==> config.mk <==
export PLATFORM = sky130hd
export DESIGN_NAME = vid_frame_select
export DESIGN_NICKNAME = d
export VERILOG_FILES = /design/src/rtl/vid_frame_select.sv
export SDC_FILE = /design/constraint.sdc
export NUM_CORES = 1
export LEC_CHECK = 0
export ABC_AREA = 1
export BUFFER_PORTS_ARGS = -buffer_cell sky130_fd_sc_hd__buf_2
export CAP_MARGIN = 0
export CORE_ASPECT_RATIO = 0.8
export CORE_MARGIN = 10
export CORE_UTILIZATION = 50
export DETAILED_ROUTE_END_ITERATION = 16
export PLACE_DENSITY = 0.86
export SKIP_LAST_GASP = 1
export SYNTH_ARGS = -nofsm -noshare
export SYNTH_HDL_FRONTEND = slang
export SYNTH_SLANG_ARGS = --single-unit
==> constraint.sdc <==
create_clock -name i_clk -period 3.5 [get_ports i_clk]
set_clock_uncertainty 0.2 [all_clocks]
set_input_delay 0.7 -clock i_clk [delete_from_list [all_inputs] [get_ports i_clk]]
set_output_delay 0.7 -clock i_clk [all_outputs]
set_load 0.02 [all_outputs]
==> src/rtl/vid_frame_select.sv <==
// Frame-aligned 2:1 selector for AXI video streams.
// Source 0 and source 1 compete for one registered AXI-stream output. Ownership
// only changes on frame boundaries, so the sink never sees a spliced frame.
// With OPT_TUSER_IS_SOF=1, TUSER marks start of frame; otherwise TLAST marks
// end of frame. The unselected source is drained or stalled per OPT_DRAIN_IDLE.
module vid_frame_select #(
   parameter int PW               = 24,
   parameter bit OPT_TUSER_IS_SOF = 1'b1,
   parameter bit OPT_DRAIN_IDLE   = 1'b1
) (
   input  logic          i_clk,
   input  logic          i_reset,
   input  logic          i_sel,
   input  logic          S0_VID_VALID,
   output logic          S0_VID_READY,
   input  logic [PW-1:0] S0_VID_DATA,
   input  logic          S0_VID_LAST,
   input  logic          S0_VID_USER,
   input  logic          S1_VID_VALID,
   output logic          S1_VID_READY,
   input  logic [PW-1:0] S1_VID_DATA,
   input  logic          S1_VID_LAST,
   input  logic          S1_VID_USER,
   output logic          M_VID_VALID,
   input  logic          M_VID_READY,
   output logic [PW-1:0] M_VID_DATA,
   output logic          M_VID_LAST,
   output logic          M_VID_USER,
   output logic          o_src,
   output logic          o_sync
);

   typedef enum logic {
      SYNC = 1'b0,
      PASS = 1'b1
   } state_t;

   state_t        state_q, state_d;
   logic          src_q, src_d;
   logic          mValid_q;
   logic [PW-1:0] mData_q;
   logic          mLast_q;
   logic          mUser_q;

   logic          actValid;
   logic [PW-1:0] actData;
   logic          actLast;
   logic          actUser;
   logic          outFree;
   logic          actReady;
   logic          loadOut;

   // The output register can take a new beat when empty or being emptied
   assign outFree = !mValid_q || M_VID_READY;

   // Steer the currently owning source onto a common beat path
   always_comb begin
      if (src_q) begin
         actValid = S1_VID_VALID;
         actData  = S1_VID_DATA;
         actLast  = S1_VID_LAST;
         actUser  = S1_VID_USER;
      end else begin
         actValid = S0_VID_VALID;
         actData  = S0_VID_DATA;
         actLast  = S0_VID_LAST;
         actUser  = S0_VID_USER;
      end
   end

   // Decide the owner's READY, whether a beat enters the output register and
   // when ownership moves; switches only happen on frame boundaries
   always_comb begin
      state_d  = state_q;
      src_d    = src_q;
      actReady = 1'b0;
      loadOut  = 1'b0;
      case (state_q)
         SYNC: begin
            if (i_sel != src_q) begin
               src_d    = i_sel;
               actReady = OPT_DRAIN_IDLE;
            end else if (OPT_TUSER_IS_SOF) begin
               if (actValid && actUser) begin
                  state_d = PASS;
               end else begin
                  actReady = 1'b1;
               end
            end else begin
               actReady = 1'b1;
               if (actValid && actLast) begin
                  state_d = PASS;
               end
            end
         end
         PASS: begin
            if (OPT_TUSER_IS_SOF && (i_sel != src_q) && actValid && actUser) begin
               src_d   = i_sel;
               state_d = SYNC;
            end else begin
               actReady = outFree;
               loadOut  = actValid && outFree;
               if (!OPT_TUSER_IS_SOF && loadOut && actLast && (i_sel != src_q)) begin
                  src_d   = i_sel;
                  state_d = SYNC;
               end
            end
         end
         default: begin
            state_d = SYNC;
         end
      endcase
   end

   // The owner gets the decoded READY; the other source is drained or stalled
   assign S0_VID_READY = src_q ? OPT_DRAIN_IDLE : actReady;
   assign S1_VID_READY = src_q ? actReady : OPT_DRAIN_IDLE;

   // State, ownership and the output register; data holds while stalled
   always_ff @(posedge i_clk) begin
      if (i_reset) begin
         state_q  <= SYNC;
         src_q    <= 1'b0;
         mValid_q <= 1'b0;
         mData_q  <= '0;
         mLast_q  <= 1'b0;
         mUser_q  <= 1'b0;
      end else begin
         state_q <= state_d;
         src_q   <= src_d;
         if (outFree) begin
            mValid_q <= loadOut;
            if (loadOut) begin
               mData_q <= actData;
               mLast_q <= actLast;
               mUser_q <= actUser;
            end
         end
      end
   end

   assign M_VID_VALID = mValid_q;
   assign M_VID_DATA  = mData_q;
   assign M_VID_LAST  = mLast_q;
   assign M_VID_USER  = mUser_q;
   assign o_src       = src_q;
   assign o_sync      = (state_q == SYNC);

endmodule

**After elaboration in Yosys (flattened, before gate mapping)**

Cells that the tools add are included.

- Register bits after elaboration: 29
- Word-level logic and storage cells: 37

- Reduce and logical (&&, ||, !) cells: 8
- Multiplexer cells: 19
- Equality and inequality tests: 3
- Bitwise gates (word level): 1

Operator list:

| operator | number |
|---|---|
| two-way mux 24 bit | 1 |
| two-way mux 1 bit | 15 |
| one-hot mux 1 bit (2 select lines) | 3 |
| logical AND 1 bit | 4 |
| inequality test 2 x 1 -> 1 bit, second input constant | 2 |
| AND reduction 2 bit | 2 |
| logical NOT 1 bit | 1 |
| logical OR 1 bit | 1 |
| inequality test 1 bit | 1 |
| NOT 1 bit | 1 |

**Logic depth before layout (Yosys ltp)**

- Word-level depth: 6
- Gate-level depth with buffers: 10
- Depth with buffers taken out: 8

**Least setup slack after synthesis**

Ideal clock, no wire load.

- Path kind: input-to-output
- Start: in S1_VID_VALID
- End: out S0_VID_READY
- Arrival: 1.445 ns
- Cell stages on the path: 7
- Slack: 1.155 ns
- Path buffers: 0
- Data required time: 2.600 ns
- Cells stage by stage: nand2_1 > nand2_2 > nand2_1 > nor2_1 > o21ai_0 > inv_1 > nand2_1

- Longest elaborated chain between the ends: 6

Ends and longest elaborated chain:

| what | line | RTL |
|---|---|---|
| start, declared | 19 | `input logic S1_VID_VALID,` |
| two-way mux 1 bit (*) | 58 | `if (src_q) begin` |
| logical AND 1 bit, on equally long branches | 84, 97 |  |
| two-way mux 1 bit or logical AND 1 bit (tied branches) | 84, 97 |  |
| two-way mux 1 bit, on equally long branches | 80, 97 |  |
| one-hot mux 1 bit (2 select lines) (*) | 78 | `case (state_q)` |
| two-way mux 1 bit (*) | 116 | `assign S0_VID_READY = src_q ? OPT_DRAIN_IDLE : actReady;` |
| end, declared | 15 | `output logic S0_VID_READY,` |

Mark *: on every way between the ends. The rest lies on a longest branch, timed or not.

**Final worst setup path**

- Start: reg src_q (netlist: o_src)
- End: out S0_VID_READY

- Longest elaborated chain between the ends: 6

Ends and longest elaborated chain:

| what | line | RTL |
|---|---|---|
| start, declared | 39 | `logic src_q, src_d;` |
| start signal, assigned | 130 | `src_q <= src_d;` |
| two-way mux 1 bit or inequality test 1 bit (tied branches) | 58, 80, 97 |  |
| logical AND 1 bit, on equally long branches | 84, 97 |  |
| two-way mux 1 bit or logical AND 1 bit (tied branches) | 84, 97 |  |
| two-way mux 1 bit, on equally long branches | 80, 97 |  |
| one-hot mux 1 bit (2 select lines) | 78 |  |
| two-way mux 1 bit (*) | 116 |  |

Marks and branches as above.

==> results.py <==
metrics = {
    "cts": {
        "post_cts_buffers": 0,
        "cts_tree": "yes",
        "cts.sinks": 29,
        "clk_pin_slew_worst_paths_ns": 0.06,
        "cts_buffer_depth": 2,
        "cts_resized": 0,
        "cts_hold_buf": 0,
        "numCtsBuffers": 5,
        "clk_latency_ns": 0.28,
        "root_buffer": "clkbuf_8",
        "htreeDepth": 2,
    },
    "die": {
        "die_w_um": 88.9,
        "pin_count": 89,
        "start_util": 0.536,
        "core_sq_mm": 0.00354,
        "rows": 19,
        "die_area_sq_mm": 0.00668,
        "die_h_um": 75.1,
    },
    "timing": {
        "setup-tns-final_ns": 0,
        "rsz0062_at_grt": "no",
        "final_max_slew_viol_count": 0,
        "holdWs_ns": 0.269,
        "slew_headroom": 0.520,
        "worst_pin_slew_ns": 0.719,
        "setup_viol_count_final": 0,
        "fin_ws_ns": 0.488,
        "period_share": 0.861,
        "hold_violations": 0,
        "period_needed_ns": 3.01,
        "max_freq_mhz": 332,
    },
    "power_and_ir_drop": {
        "total_power_mw": 0.845,
        "leakage_nw": 1.23,
        "vdd_ir_drop_max_uv": 273,
        "p_per_area_mw_per_mm2": 353,
    },
    "setup_path": {
        "crit_path_frequent_cell": "nand2_1",
        "worstReg2RegStart": "o_src",
        "end_kind": "primary output",
        "cp_num_buf_inv": 3,
        "slowest_delay_ns": 0.41,
        "arrival_ns": 2.11,
        "critical_path.cell_chain": "inv_2 -> nand2_1 -> nand2_2 -> nand3_4 -> nand2_1 -> o21ai_0 -> inv_1 -> nand2_1 -> buf_2",
        "slowest_stage": "dfxtp_1",
        "crit_required_ns": 2.60,
        "crit_start": "o_src",
        "cp-start-kind": "flip-flop",
        "path_class": "flip-flop to primary output",
        "crit_family": "simple AND/OR/NAND/NOR gates",
        "cp_max_fo": 29,
    },
    "placement": {
        "pre_cts_slack_ns": 0.774,
        "gp_congestion": 0.773,
        "dpl-instance-area_sq_mm": 0.00231,
        "dp_cells": 397,
        "port_buffers": 88,
        "hpwl_mm": 3.84,
    },
    "global_routing": {
        "track_usage": 0.149,
        "grt_overflow": 0,
        "grt_max_degree": 30,
        "grt_pass1_wl_mm": 7.92,
        "antenna_found_initial": 0,
        "grt_pass1_vias": 1873,
    },
    "route": {
        "drt_iter0_drc": 93,
        "wl_mm": 5.02,
        "dr.pass1.iters": 4,
        "avgRoutedWirePerCell_um": 12.4,
        "drc": 0,
        "vias_per_cell": 4.70,
        "postRouteAntennaNets": 0,
        "vias": 1897,
    },
    "cells_and_area": {
        "diodes": 0,
        "final_area_sq_mm": 0.00239,
        "final_layout_size_suffix_gt1_frac": 0.414,
        "final_cells": 404,
        "nNetsFinal": 420,
        "fill_cells": 329,
        "utilization": 0.676,
        "syn2layout_area_growth_pct": 26.1,
    },
    "synthesis": {
        "postSynthRegisterBits": 29,
        "synth_fa_ha_area_frac": 0,
        "synth_top_family_by_area": "simple AND/OR/NAND/NOR gates",
        "synthesis.nets": 339,
        "synthXorXnorAreaFrac": 0,
        "synth_compound_area_frac": 0.112,
        "yosysWarnings": 0,
        "ys_seq_area_frac": 0.306,
        "synth_cells": 281,
        "synthDistinctLibCells": 20,
        "synth.area.mux_share": 0,
        "syn_area_sq_mm": 0.00190,
        "synth-simple-area-share": 0.415,
        "syn_area_per_cell_sq_um": 6.75,
    },
    "outcome": {
        "status": "completed",
    },
    "hold_path": {
        "hp-start": "M_VID_USER",
        "hold_path_class": "flip-flop to flip-flop",
    },
    "job": {
        "drv_cap": 0,
    },
}
-- kinds of logic after synthesis --
logic type,Yosys count
buffers and inverters,74
DFF,29
and+or+nand+nor,148
AOI/OAI and AO/OA,30
-- worst reg2reg max path: cells and delay by family (launching register included) --
family                 cells  cell delay [ns]
buffers and inverters      3             0.74
flip-flops                 1             0.41
AND/OR/NAND/NOR            5             1.06
-- state kept, by name, summed over array words and instances, names as in the netlist --
register and cells:
o_src 1, M_VID_LAST 1, M_VID_DATA 24, M_VID_VALID 1, M_VID_USER 1, state_q 1
-- routing by layer --
layer  wire length, um  up-vias  GRT usage  part of all wire
met1              2160      803      0.163              0.43
met4                74        0     0.0590             0.015
met5                 0        -          0                 0
met3               530        7     0.0658              0.11
met2              2250       69      0.251              0.45
li1                  -     1018          -                 -
-- cells in the mapped netlist (all sizes together) --
master	count	area, sq um
a21boi	25	188
a21oi	3	15.0
buf	10	76.3
clkbuf	6	22.5
dfxtp	29	581
inv	58	218
nand2	92	453
nand3	2	35.0
nand4	25	156
nor2	29	144
o21ai	2	10.0
-- path summary, 6_finish.rpt --
kind / end / slack, ns / cells after the start
setup / recovery: S0_VID_READY / 0.49 / 9
hold / removal: M_VID_USER / 0.27 / 2
setup reg to reg: M_VID_DATA[15] / 1.03 / 8
hold reg to reg: M_VID_USER / 0.27 / 2
-- area by class of cell --
type / count / area (sq um) / area share
timing repair buffer: 90 / 455 / 0.190
tap: 42 / 52.6 / 0.0220
inverter: 58 / 218 / 0.0910
clock buffer: 7 / 86.3 / 0.0361
sequential: 29 / 581 / 0.243
multi-input combinational: 178 / 1000 / 0.418
-- power by group --
group,internal (mW),total (mW),switching (mW)
combinational,0.0827,0.218,0.135
clock,0.155,0.273,0.118
sequential,0.345,0.354,0.00878
-- placed cells by master, fill, tap and decap left out --
cell / netlist / routed
buf_2: 4 / 88
nand2_1: 71 / 71
inv_1: 39 / 39
dfxtp_1: 29 / 29
a21boi_0: 25 / 25
nand4_1: 25 / 25
inv_2: 19 / 19
nor2_1: 17 / 17
nand2_4: 11 / 11
nor2_2: 11 / 11
nand2_2: 10 / 10
clkbuf_8: 0 / 6
a21oi_1: 3 / 3
nand3_4: 2 / 2
o21ai_0: 2 / 2
buf_4: 1 / 2
nor2_4: 1 / 1
clkbuf_1: 6 / 1
Note: power is estimated with default switching activity, not from simulation.
